`src/rtl/writeback_stage_pkg.sv`:
```
// Shared constants and the WB pipeline-register bundle for the writeback stage.
package writeback_stage_pkg;

    localparam int WB_DATA_WIDTH = 64;
    localparam int WB_NUM_REGS   = 32;
    localparam int WB_ZERO_REG   = 31;
    localparam int WB_RD_WIDTH   = 5;

    typedef struct packed {
        logic                     valid;
        logic                     regWrite;
        logic [WB_RD_WIDTH-1:0]   rd;
        logic [WB_DATA_WIDTH-1:0] data;
    } wb_bundle_t;

endpackage

```
`src/rtl/writeback_stage_wb_enable_decoder.sv`:
```
// 5-to-N one-hot decoder with enable; the zero register's cell is tied off so it can never be written.
module wb_enable_decoder
    import writeback_stage_pkg::*;
#(
    parameter int NUM_REGS = WB_NUM_REGS,
    parameter int ZERO_REG = WB_ZERO_REG
) (
    input  logic                   en_i,
    input  logic [WB_RD_WIDTH-1:0] rd_i,
    output logic [NUM_REGS-1:0]    we_o
);

    genvar gi;
    generate
        for (gi = 0; gi < NUM_REGS; gi++) begin : g_dec
            if (gi == ZERO_REG) begin : g_zero
                assign we_o[gi] = 1'b0;
            end else begin : g_cell
                assign we_o[gi] = en_i & (rd_i == WB_RD_WIDTH'(gi));
            end
        end
    endgenerate

endmodule

```
`src/rtl/writeback_stage.sv`:
```
// Writeback stage: registers the MEM result, drives one-hot register-file write enables and counts retirements.
module writeback_stage
    import writeback_stage_pkg::*;
#(
    parameter int DATA_WIDTH = WB_DATA_WIDTH,
    parameter int NUM_REGS   = WB_NUM_REGS,
    parameter int ZERO_REG   = WB_ZERO_REG
) (
    input  logic                   clk,
    input  logic                   reset,
    input  logic                   mem_valid,
    input  logic                   mem_regWrite,
    input  logic                   mem_memToReg,
    input  logic [WB_RD_WIDTH-1:0] mem_rd,
    input  logic [DATA_WIDTH-1:0]  mem_aluResult,
    input  logic [DATA_WIDTH-1:0]  mem_readData,
    input  logic                   stall,
    input  logic                   flush,
    output logic [NUM_REGS-1:0]    wb_writeEnable,
    output logic [DATA_WIDTH-1:0]  wb_writeData,
    output logic [WB_RD_WIDTH-1:0] wb_rd,
    output logic                   wb_regWrite,
    output logic                   wb_valid,
    output logic [63:0]            retire_count
);

    wb_bundle_t  wb_q, wb_d;
    logic [63:0] retire_count_q, retire_count_d;
    logic        retire;

    // Only the selected result is stored, so the mux sits ahead of the register.
    always_comb begin
        wb_d = wb_q;
        if (flush) begin
            wb_d.valid    = 1'b0;
            wb_d.regWrite = 1'b0;
        end else if (!stall) begin
            wb_d.valid    = mem_valid;
            wb_d.regWrite = mem_regWrite & mem_valid;
            wb_d.rd       = mem_rd;
            wb_d.data     = mem_memToReg ? mem_readData : mem_aluResult;
        end
    end

    assign retire         = wb_q.valid & ~stall;
    assign retire_count_d = retire ? retire_count_q + 64'd1 : retire_count_q;

    always_ff @(posedge clk or posedge reset) begin
        if (reset) begin
            wb_q           <= '0;
            retire_count_q <= '0;
        end else begin
            wb_q           <= wb_d;
            retire_count_q <= retire_count_d;
        end
    end

    assign wb_regWrite  = wb_q.valid & wb_q.regWrite & ~stall
                        & (wb_q.rd != WB_RD_WIDTH'(ZERO_REG));
    assign wb_rd        = wb_q.rd;
    assign wb_valid     = wb_q.valid;
    assign wb_writeData = wb_q.data;
    assign retire_count = retire_count_q;

    wb_enable_decoder #(
        .NUM_REGS (NUM_REGS),
        .ZERO_REG (ZERO_REG)
    ) u_dec (
        .en_i (wb_regWrite),
        .rd_i (wb_q.rd),
        .we_o (wb_writeEnable)
    );

endmodule
```
`config.mk`:
```
export PLATFORM = sky130hd
export DESIGN_NAME = writeback_stage
export DESIGN_NICKNAME = d
export VERILOG_FILES = /design/src/rtl/writeback_stage_pkg.sv /design/src/rtl/writeback_stage_wb_enable_decoder.sv /design/src/rtl/writeback_stage.sv
export SDC_FILE = /design/constraint.sdc
export NUM_CORES = 1
export LEC_CHECK = 0
export CELL_PAD_IN_SITES_DETAIL_PLACEMENT = 0
export CELL_PAD_IN_SITES_GLOBAL_PLACEMENT = 2
export CORE_UTILIZATION = 40
export DETAILED_ROUTE_END_ITERATION = 12
export DONT_BUFFER_PORTS = 1
export HOLD_SLACK_MARGIN = 0.15
export MAX_ROUTING_LAYER = met4
export PLACE_DENSITY_LB_ADDON = 0.12
export SKIP_LAST_GASP = 1
export SYNTH_ARGS = -nofsm -noshare
export SYNTH_HDL_FRONTEND = slang
export SYNTH_SLANG_ARGS = --single-unit
```
`constraint.sdc`:
```
create_clock -name clk -period 13.1 [get_ports clk]
set_input_delay 3.93 -clock clk [delete_from_list [all_inputs] [get_ports clk]]
set_output_delay 3.93 -clock clk [all_outputs]
set_load 0.03 [all_outputs]
```
; ---- Yosys cells after proc, flatten, opt, wreduce, memory -nomap -nowiden
; Index checks and enable logic that the tools add are counted.
[totals]
input_bits = 140
reg_bits = 135
[op_classes]
n_eq_ne = 32
bitwise = 38
mux = 3
add_sub_neg = 1
reduce_logical = 2
[op_table]
columns = operator, n
row1 = $eq A5 B5 Y1 const B, 15
row2 = $mux W71, 1
row3 = $add A64 B1 Y64 const B, 1
row4 = $mux W64, 1
row5 = $eq A5 B4 Y1 const B, 8
row6 = $and A1 B1 Y1, 36
row7 = $eq A5 B3 Y1 const B, 4
row8 = $eq A5 B2 Y1 const B, 2
row9 = $eq A5 B1 Y1 const B, 1
row10 = $logic_not A5 Y1, 1
row11 = $ne A5 B5 Y1 const B, 1
row12 = $mux W2, 1
row13 = $ne A2 B1 Y1 const B, 1
row14 = $not A1 Y1, 2
row15 = $reduce_and A2 Y1, 1

; ---- Longest topological paths before layout
; Gate-level depths: netlist (run 1).
[logic_depth]
ltp_word = 4
depth_mapped = 7
depth_no_buf = 6

; ---- Modules after synthesis
; Synthesis (run 1) repeated with hierarchy kept, for this count alone.
[unflattened]
hier_cells = 693
area_unflattened_um2 = 6965.4
[by_module_without_submodules]
columns = mod, area_each_um2, cells_each, seq_area_each_um2, n_inst
row1 = writeback_stage, 6723.9, 645, 3378.2, 1
row2 = wb_enable_decoder, 241.5, 48, 0.0, 1

; ---- Least setup slack after synthesis (run 1)
; No wires, ideal clock.
[synth_timing]
path_kind = input to output
from = input stall
to = output wb_writeEnable[12]
arrival_time_ps = 5014
stages = 5
path_slack_ps = 4156
cell_sequence = and2b_1 -> nand2_1 -> nor2_1 -> nand3_1 -> nor2_1
[synth_between]
elab_chain_len = 4
[synth_lines]
columns = item, line
row1 = "start, declared", writeback_stage.sv:17  ; input logic stall,
row2 = $not A1 Y1 (no source line), n/a
row3 = $and A1 B1 Y1, writeback_stage.sv:58  ; assign wb_regWrite = wb_q.valid & wb_q.regWrite & ~stall
row4 = $and A1 B1 Y1, writeback_stage.sv:59  ; & (wb_q.rd != WB_RD_WIDTH'(ZERO_REG));
row5 = $and A1 B1 Y1, writeback_stage_wb_enable_decoder.sv:19  ; assign we_o[gi] = en_i & (rd_i == WB_RD_WIDTH'(gi));
row6 = "end, declared", writeback_stage.sv:19  ; output logic [NUM_REGS-1:0] wb_writeEnable,
; Every way passes these cells.

; ---- Final worst setup path (run 1)
[layout_timing]
from = input stall
to = output wb_writeEnable[13]
; Same word-level chain as after synthesis.

==> reports/metrics.yaml, run 1 <==
yosys:
  synth_cell_type_count: 44
  synthSimpleGateAreaFrac_pct: 18.8
  synth_edf_count: 0
  netlist_top_cells_count: "dfrtp_1, nand2_1, buf_4, mux2i_1, o21ai_0"
  synth_most_common_cell: "dfrtp_1"
  syn_avg_cell_area_um2: 9.98
  synth_area_leader_cell: "dfrtp_1"
  synth_nets: 840
  ys.flop_type: "dfrtp_1"
  ys_seq_area_share_pct: 48.4
  synth-seq-cells: 135
  synth_top_family_by_area: "simple AND/OR/NAND/NOR gates"
  synth_xor_xnor_area_share_pct: 8.01
  synth-compound-area-share_pct: 4.66
  ys_warn_count: 0
  synth_area_leaders: "dfrtp_1, mux2i_1, buf_4, nand2_1, o21ai_0"
  syn_area_um2: 6980
  synth_cells: 699
  synthAdderAreaFrac_pct: 0.179
  synth.mux.area_fraction_pct: 10.3
  async_flop_share_pct: 100
  synth_top_area_share_pct: 48.4
clock_tree:
  htreeDepth: 4
  clk_pin_slew_ns: 0.06
  cts_setup_buffers: 0
  root_buffer: "clkbuf_16"
  cts_tree: "done"
  cts.sinks: 135
  clockBufferDepth: 2
  cts_hold_buf: 0
  cts_made_buffers: 17
  ctsResizeCount: 0
  insertion_delay_ns: 0.42
pwr:
  comb_power_share_pct: 6.1
  clkPwrFrac_pct: 42.9
  p_leak_nw: 3.37
  power_frac_seq_pct: 51.0
  ir_drop_uv: 86.2
  power_switching_mw: 0.337
  power_density_nw_per_um2: 152
  swShare_pct: 30.6
  cellInternalPower_mw: 0.766
floorplan:
  fp.dieW_um: 134
  coreArea_um2: 16800
  rows: 47
  start_util_pct: 41.5
  ios: 307
  design.die.area_um2: 18000
  die_h_um: 134
sta:
  timing.final.hold_violations: 0
  rsz0062_at_grt: "false"
  setup_viol: 0
  finalCritPeriodShare_pct: 69.8
  totalNegativeSetupSlack_ns: 0
  final.min_clock_period_ns: 9.14
  tightestPinTransition_ns: 1.09
  slew_headroom_pct: 27.3
  fmax_ghz: 0.109
  fin_skew_ns: 0.0100
  final_max_slew_viol_count: 0
global_route:
  antenna_found_initial: 0
  overflow: 0
  track_usage_pct: 19.2
  grt_pass1_wl_um: 25400
  grt_pass1_vias: 4479
  grt_max_degree: 134
worst_hold_path:
  hold_path_class: "reg2reg"
place:
  placement.io_buffers: 0
  dp_hpwl_um: 12200
  place.gp.congestion: 0.863
critical_path:
  cp_max_fo: 7
  end_kind: "output port"
  crit_arrival_ns: 5.21
  required_ns: 9.17
  critical_path_class: "in2out"
  cp-start-kind: "primary input"
routing:
  wl_um: 16400
  drcViolationCount: 0
  viasPerCell: 5.24
  ant_nets: 0
  vias: 4489
  post_drt_wl_per_cell_um: 19.1
  first_pass_iters: 4
  drt_iter0_markers: 184
layout:
  diodes: 0
  syn_to_final_growth_pct: 3.64
  nFillCells: 1614
  final_core_util_pct: 43.0
  drive_above_1_share_pct: 9.59
  final_nets: 764
flow_run:
  cap_violations: 0
outcome:
  outcome: "finished clean"
cell usage in the layout, fill, tap and decap left out, types with 2 or more instances in the layout:
cell,Yosys,final
clkinvlp_4,0,6
nor4_4,2,2
inv_1,9,8
and3_1,9,9
inv_6,0,3
nand4_2,3,3
nor3_1,15,15
mux2i_1,65,65
nor3_2,2,2
nor2_1,54,54
clkinv_2,0,2
nor2_2,2,2
nand4_4,2,2
nor2b_1,3,3
nor4_1,7,7
bufinv_16,0,2
mux2_2,6,6
dfrtp_1,135,135
and2_1,3,3
nand2b_1,3,3
buf_4,71,2
nand4_1,21,21
o21ai_0,64,64
nand2_1,91,91
xor2_1,28,28
clkbuf_16,0,17
clkinv_4,0,2
nand3_1,24,24
and4_1,3,3
xnor2_1,34,34
final timing paths:
check / start / endpoint / slack [ns] / cells after the start
setup / recovery: stall / wb_writeEnable[13] / 3.96 / 5
hold / removal: wb_q[69] / wb_q[69] / 0.55 / 2
setup reg to reg: wb_valid / retire_count[59] / 10.73 / 5
hold reg to reg: wb_q[69] / wb_q[69] / 0.55 / 2
max in group asynchronous: reset / wb_writeData[47] / 8.38 / 2
min in group asynchronous: reset / wb_writeData[45] / 3.48 / 1
routing by layer:
metal / vias up / GRT usage (%) / wire length, um
li1: 2160 / - / -
met5: - / - / 0
met3: 19 / 6.24 / 1300
met2: 183 / 31.9 / 8330
met1: 2127 / 21.7 / 6460
met4: 0 / 6.93 / 273
sequential cells by signal, indices dropped and copies added (netlist names):
register      count
retire_count     64
wb_writeData     64
wb_q              1
wb_valid          1
wb_rd             5
cell families after synthesis:
| kind of cell | Yosys count |
|---|---|
| AO/OA/AOI/OAI | 65 |
| multiplexers | 71 |
| XOR/XNOR | 63 |
| other | 1 |
| flip-flops | 135 |
| AND/OR/NAND/NOR | 257 |
| buffers and inverters | 106 |
| adder cells (fa/ha/maj) | 1 |
cell type report:
type / instances / area [um^2] / area share (%)
Clock buffer: 18 / 439 / 6.07
Clock inverter: 14 / 150 / 2.08
Inverter: 9 / 38.8 / 0.536
Multi-Input combinational cell: 458 / 2940 / 40.6
Sequential cell: 135 / 3380 / 46.7
Tap cell: 220 / 275 / 3.81
Timing Repair Buffer: 2 / 15.0 / 0.208
through the flow:
step	total power, mW	hold slack, ns	cells	worst slack [ns]	instance area [um^2]
after floorplan	0.660	0.451	699	4.16	6980
after global placement	0.638	0.557	824	3.98	6640
after detailed placement	0.642	0.552	824	3.96	6640
after CTS	1.12	0.566	856	3.95	7230
after global routing	1.15	0.613	856	3.82	7230
final	1.10	0.552	856	3.96	7230
power by group through the flow:
stage	logic [mW]	registers, mW	clock network (mW)
after detailed placement	0.0703	0.571	0
after CTS	0.0699	0.564	0.486
final	0.0676	0.562	0.473
after global placement	0.0673	0.571	0
after global routing	0.0800	0.567	0.507
after floorplan	0.168	0.492	0
critical path, stage by stage:
cell and delay (ns):
and2b_1 0.28, nand2_1 0.10, nor2_1 0.23, nand3_1 0.18
nor2_1 0.48
Note: power is estimated with default switching activity, not from simulation.
==> run 2: changes to the inputs <==
Settings changed: CORE_UTILIZATION 40 to 33.
Clock period 13.1 ns to 7.81 ns, I/O delays scaled along.
==> reports/metrics.yaml, run 2 (synthesis results as in run 1) <==
floorplan:
  start_util_pct: 34.1
  die_h_um: 147
  design.die.area_um2: 21700
  rows: 52
  ios: 307
  fp.dieW_um: 147
  coreArea_um2: 20500
clock_tree:
  cts_setup_buffers: 0
  cts_tree: "done"
  ctsResizeCount: 0
  htreeDepth: 4
  cts_made_buffers: 17
  cts_hold_buf: 0
  insertion_delay_ns: 0.41
  cts.sinks: 135
  root_buffer: "clkbuf_16"
  clk_pin_slew_ns: 0.06
  clockBufferDepth: 2
flow_run:
  cap_violations: 0
routing:
  first_pass_iters: 4
  wl_um: 17000
  viasPerCell: 4.97
  drt_iter0_markers: 170
  post_drt_wl_per_cell_um: 18.8
  drcViolationCount: 0
  vias: 4500
  ant_nets: 0
sta:
  rsz0062_at_grt: "false"
  tightestPinTransition_ns: 1.06
  final_max_slew_viol_count: 0
  slew_headroom_pct: 29.5
  fmax_ghz: 0.167
  finalCritPeriodShare_pct: 76.7
  totalNegativeSetupSlack_ns: 0
  final.min_clock_period_ns: 5.99
  fin_skew_ns: 0.0113
  setup_viol: 0
  holdWs_ns: 0.566
  timing.final.hold_violations: 0
layout:
  drive_above_1_share_pct: 9.43
  mostFrequentLayoutCells: "dfrtp_1, nand2_1, mux2i_1"
  nFillCells: 2048
  syn_to_final_growth_pct: 4.09
  final_nets: 764
  layout_commonest_cell: "dfrtp_1"
  register_area_um2: 3380
  diodes: 0
  multi_input_comb_area_um2: 2940
pwr:
  ir_drop_uv: 128
  p_leak_nw: 3.36
  power_density_nw_per_um2: 249
worst_hold_path:
  hold_path_class: "reg2reg"
global_route:
  grt_max_degree: 125
  overflow: 0
  grt_pass1_wl_um: 26300
  antenna_found_initial: 0
  track_usage_pct: 16.3
  grt_pass1_vias: 4534
critical_path:
  cp-start-kind: "primary input"
  crit_top_cell: "nor2_1"
  critical_path_class: "in2out"
  cp_slowest_cell: "nor2_1"
  required_ns: 5.47
  path_buf_inv: 0
  end_kind: "output port"
  cpPeakStageDelay_ns: 0.50
  cp_max_fo: 7
  crit_chain: "and2b_1 -> nand2_1 -> nor2_1 -> nand3_1 -> nor2_1"
  crit_family: "simple AND/OR/NAND/NOR gates"
  crit_arrival_ns: 3.65
outcome:
  outcome: "finished clean"
place:
  dp_hpwl_um: 12800
  place.gp.congestion: 0.801
  placement.io_buffers: 0
## run 2: changes by cell type in the layout (fill, tap and decap cells not counted)
| cell | previous run | this run |
|---|---|---|
| clkbuf_1 | 0 | 1 |
| clkinv_4 | 2 | 3 |
| clkbuf_8 | 1 | 0 |
| bufinv_16 | 2 | 1 |
## run 2: per-layer routing
metal	vias to the layer above	global-route usage [%]	wire length (um)
met2	184	26.3	8570
met1	2159	18.6	6840
met4	0	4.23	121
li1	2148	-	-
met5	-	-	0
met3	9	6.76	1520
## run 2: layout make-up
class,instances,area share [%]
well taps,270,4.65
inverters,9,0.534
flip-flops and latches,135,46.5
clock buffers,18,5.91
clock inverters,14,1.77
repair buffers,2,0.207
multi-input cells,458,40.4
## run 2: path summary, 6_finish.rpt
path                                   from                 end  cells after the start  slack, ns
max                                   stall  wb_writeEnable[14]                      5       1.82
min                                wb_q[69]            wb_q[69]                      2       0.57
max reg2reg                retire_count[10]    retire_count[59]                      5       5.37
min reg2reg                        wb_q[69]            wb_q[69]                      2       0.57
max in group asynchronous             reset    retire_count[32]                      2       4.52
min in group asynchronous             reset            wb_rd[3]                      1       1.84
## run 2: power breakdown
group | leakage (nW) | switching (mW) | internal (mW)
logic | 1.37 | 0.0661 | 0.0482
clock network | 0.255 | 0.313 | 0.439
registers | 1.73 | 0.184 | 0.757
## run 2: stage by stage
step	cells	power (mW)	setup WS, ns	utilization (%)	cell area (um^2)
6_report	906	1.81	1.82	35.4	7260
5_1_grt	906	1.90	1.69	35.4	7260
4_1_cts	906	1.85	1.82	35.4	7260
3_5_place_dp	874	1.08	1.82	32.7	6710
3_3_place_gp	874	1.07	1.84	32.7	6710
2_1_floorplan	699	1.11	1.86	-	6980
## run 2: worst register-to-register path: stages (launching register included)
cell and delay (ns):
dfrtp_1 0.65, nand4_2 0.24, nor3_1 0.29, nand4_2 0.49, nor4_1 0.53, xor2_1 0.17
==> RTL change 1, RTL diff (flow settings as in run 1) <==
The package constant `WB_DATA_WIDTH` goes from 64 to 56.
--- a/src/rtl/writeback_stage_pkg.sv
+++ b/src/rtl/writeback_stage_pkg.sv
@@ -1,7 +1,7 @@
 // Shared constants and the WB pipeline-register bundle for the writeback stage.
 package writeback_stage_pkg;
 
-    localparam int WB_DATA_WIDTH = 64;
+    localparam int WB_DATA_WIDTH = 56;
     localparam int WB_NUM_REGS   = 32;
     localparam int WB_ZERO_REG   = 31;
     localparam int WB_RD_WIDTH   = 5;
Ports: changed (resized mem_aluResult, mem_readData and wb_writeData); port bits go from 307 to 283. The function was not compared with the original's and may differ.
==> RTL change 1 against run 1 <==
  * Routed wire length down 10%
  * Design area down 6.2%
  * Critical path type unchanged
  * Highest routed layer unchanged
  * Sequential cell count down 8
  * Largest cell class unchanged
  * Setup slack worse by 51 ps
  * Synthesized area down 7.5%
  * Total power down 2.7%
  * First-iteration DRC count up 20%
  * Utilization down 0.15 points
==> RTL change 1: results (changes against run 1) <==
* Min-delay src: wb_q[61]
* Placement Cell Area at 6173 sq um (-7.1%)
* Met3 routed WL at 1.437 mm (+11%)
* Hold WS at 555.5 ps (+3.232 ps)
* Max VDD drop at 0.07715 mV (-10%)
* Post-Route WL at 14.72 mm (-10%)
* Multi-input gate area at 2689 sq um (-8.4%)
* Non-Clock Inverter Count at 7 (-2)
* Seq/total area at 46.85% (+0.15 points)
* Grt met3 use at 7.721% (+1.5 points)
* CP peak stage delay at 500 ps (+20 ps)
* Multi-input gate count at 427 (-6.8%)
* Status: complete, no violations
* GPL Wtd Cong at 0.7789 (-9.8%)
* Non-clock buffers, area share at 0.1107% (-0.097 points)
* Pin count of the biggest net entering global routing at 118 (-12%)
* Clock network power at 490 uW (+4%)
* Register bit total from synthesis at 127 (-5.9%)
* Largest cells by area after synthesis: dfrtp_1, mux2i_1, buf_4
* CP endpoint: wb_writeEnable[7]
* Die Wd at 129.1 um (-3.8%)
* Hold EP: wb_q[61]
* Synth cell types at 35 (-20%)
* Layout cells sized above 1 at 7.953% (-1.6 points)
* R2R Setup Slk at 10380 ps (-350 ps)
* Worst Path Arrival at 5260 ps (+50 ps)
* DP Wirelength at 10.73 mm (-12%)
* DR WL met2 at 7.312 mm (-12%)
* Met1 wire length at 5.745 mm (-11%)
* Net switching power at 294.7 uW (-13%)
* Most frequent cells after synthesis: dfrtp_1, nand2_1, buf_4, nor2_1, mux2i_1
* Pwr Density at 158.2 nW/um^2 (+3.8%)
* Worst slew pin tran at 1063 ps (-27.11 ps)
* R2r endpoint: retire_count[61]
==> RTL change 1: cell types whose count changed after synthesis, sizes merged, moves of 3 or more <==
cell	before	now
and2	3	0
and3	10	6
buf	82	73
dfrtp	135	127
mux2i	65	57
nand3	24	17
nor2	56	63
nor3	17	13
nor4	10	4
o21ai	64	56
xnor2	35	38
xor2	28	25
==> RTL change 1: logic make-up after synthesis <==
| logic type | after synthesis | synth area share (%) |
|---|---|---|
| xor gates and xnor gates | 63 | 8.545 |
| DFF | 127 | 49.22 |
| buffers and inverters | 94 | 9.184 |
| and+or+nand+nor | 242 | 18.50 |
| adders and majority gates | 1 | 0.1937 |
| AOI/OAI and AO/OA | 57 | 4.418 |
| other | 1 | 0.05807 |
| muxes | 63 | 9.882 |
==> RTL change 1: through the flow <==
stage          setup WS (ps)  cells  power [mW]
6_report                3911    807       1.073
5_1_grt                 3756    807       1.121
4_1_cts                 3893    807       1.091
3_5_place_dp            3891    778      0.5941
3_3_place_gp            3907    778      0.5918
2_1_floorplan           4097    648      0.6114
==> RTL change 2, RTL diff (config.mk and constraints of run 1) <==
Made on the original files. Put one more register stage on the output `retire_count`. The value now appears one clock later. The other outputs are not delayed to match.
--- a/src/rtl/writeback_stage.sv
+++ b/src/rtl/writeback_stage.sv
@@ -60,7 +60,9 @@
     assign wb_rd        = wb_q.rd;
     assign wb_valid     = wb_q.valid;
     assign wb_writeData = wb_q.data;
-    assign retire_count = retire_count_q;
+    always_ff @(posedge clk) begin
+        retire_count <= retire_count_q;
+    end
 
     wb_enable_decoder #(
         .NUM_REGS (NUM_REGS),
Formal check against the unedited RTL: not equivalent (Yosys sat finds a counterexample within 4 cycles, from zero or initial values and one cycle with reset high).
==> RTL change 2 against run 1 <==
  * Setup slack got worse by 260 ps
  * Synthesized area rose by 19%
  * Routed wire length rose by 17%
  * Non-clock buffer count did not move
  * Critical path depth did not move
  * Utilization fell by 0.64 points
  * Sequential cell count rose by 64
  * Clock skew barely moved
  * Clock power rose by 8.2%
  * Maximum frequency fell by 2.8%
  * Final cell count rose by 16%
  * Design area rose by 19%
  * Total power rose by 23%
  * Largest power group unchanged
==> RTL change 2: results (changes against run 1) <==
* Status: complete, no violations
* Final Skew at 9.741 ps (-0.2869 ps)
* DR WL/cell at 19.22 um (+0.56%)
* Placement Cell Area at 8023 sq um (+21%)
* First-pass GRT wire length at 29.46 mm (+16%)
* GPL Wtd Cong at 0.8874 (+2.8%)
* GR Util All Layers at 18.54% (-0.67 points)
* Detail-routed via count per cell at 5.119 (-2.4%)
* Hold EP: retire_count[51]
* Post-place setup slack at 3705 ps (-252.9 ps)
* Multi-input gate area at 2983 sq um (+1.6%)
* Hold Path Stages at 0 (-2)
* Nets at 853 (+12%)
* Largest fanout on the critical path at 8 (+1)
* Max Root-Sink Buffers at 2 (unchanged)
* Most frequent cells after synthesis: dfrtp_1, nand2_1, nor2_1
* Worst r2r path cells at 5 (unchanged)
* Layout cells sized above 1 at 7.034% (-2.6 points)
* Largest cells by area after synthesis: dfrtp_1, dfxtp_1, mux2i_1
* Lkg Pwr at 3.865 nW (+15%)
* R2r endpoint: retire_count_q[61]
* Synth Net Count at 929 (+11%)
* PortBufs at 0 (unchanged)
* Initial antenna violation count at 0 (unchanged)
* Critical-path top delay cell: nor2_1
* Fillers at 1990 (+23%)
* Vias in the first global route at 5046 (+13%)
* Post-synthesis sequential area ratio at 56.19% (+7.8 points)
* CP peak stage delay at 550 ps (+70 ps)
* Num CTS Buffers at 17 (unchanged)
* Initial DRC count at 257 (+40%)
* R2R Setup Slk at 10460 ps (-270 ps)
* Synth cell types at 36 (-18%)
* Clock H-tree levels at 4 (unchanged)
* DP Wirelength at 14.04 mm (+15%)
* Max VDD drop at 0.08337 mV (-3.2%)
* Worst slew pin tran at 1094 ps (+4.066 ps)
* Min-delay src: retire_count_q[51]
* Asr flop ratio synth at 67.84% (-32 points)
[RTL change 2: changes by cell type in the layout (fill, tap and decap cells not counted), moves of 3 or more]
cell | before | now
xor2_1 | 28 | 38
clkbuf_1 | 0 | 3
clkinvlp_4 | 6 | 1
and3_1 | 9 | 4
xnor2_1 | 34 | 25
nor2_1 | 54 | 71
dfxtp_1 | 0 | 64
nor4_1 | 7 | 14
inv_1 | 8 | 5
nand2_1 | 91 | 103
[RTL change 2: per-layer routing]
layer	GRT usage [%]	part of all wire, %
met5	-	0
met1	22.55	42
met3	4.263	5.0
met4	5.000	1.2
met2	30.93	51
[RTL change 2: how the worst max path moves through the flow]
stage / start / slack, ps / cells past startpoint / end
final: stall / 3700 / 5 / wb_writeEnable[15]
after global routing: stall / 3540 / 5 / wb_writeEnable[15]
after CTS: stall / 3700 / 5 / wb_writeEnable[15]
after detailed placement: stall / 3710 / 5 / wb_writeEnable[15]
after global placement: stall / 3730 / 5 / wb_writeEnable[15]
after floorplan: stall / 4080 / 5 / wb_writeEnable[11]
[RTL change 2: cell families after synthesis]
group | share of synthesized area, %
XOR/XNOR | 6.655
buffers and inverters | 7.862
AO/OA/AOI/OAI | 3.923
multiplexers | 8.526
other | 0.04523
adder cells (fa/ha/maj) | 0.1509
flip-flops | 56.19
AND/OR/NAND/NOR | 16.64
[RTL change 2: final cells by class]
cell class | instances | share of cell area (%)
inverters | 6 | 0.3201
clock buffers | 23 | 5.689
well taps | 270 | 3.928
multi-input cells | 486 | 34.69
clock inverters | 9 | 1.018
repair buffers | 2 | 0.1746
flip-flops and latches | 199 | 54.18
[RTL change 2: where the power goes]
group | internal, mW | switching [mW]
sequential | 0.652 | 0.116
combinational | 0.0288 | 0.0419
clock | 0.285 | 0.227
total | 0.966 | 0.385
[RTL change 2: per-stage QoR]
stage / power, mW / instances / hold WS [ps]
6_report: 1.351 / 995 / 383.2
5_1_grt: 1.412 / 995 / 402.1
4_1_cts: 1.372 / 995 / 377.0
3_5_place_dp: 0.8553 / 963 / 363.6
3_3_place_gp: 0.8511 / 963 / 363.9
2_1_floorplan: 0.8695 / 788 / 347.2
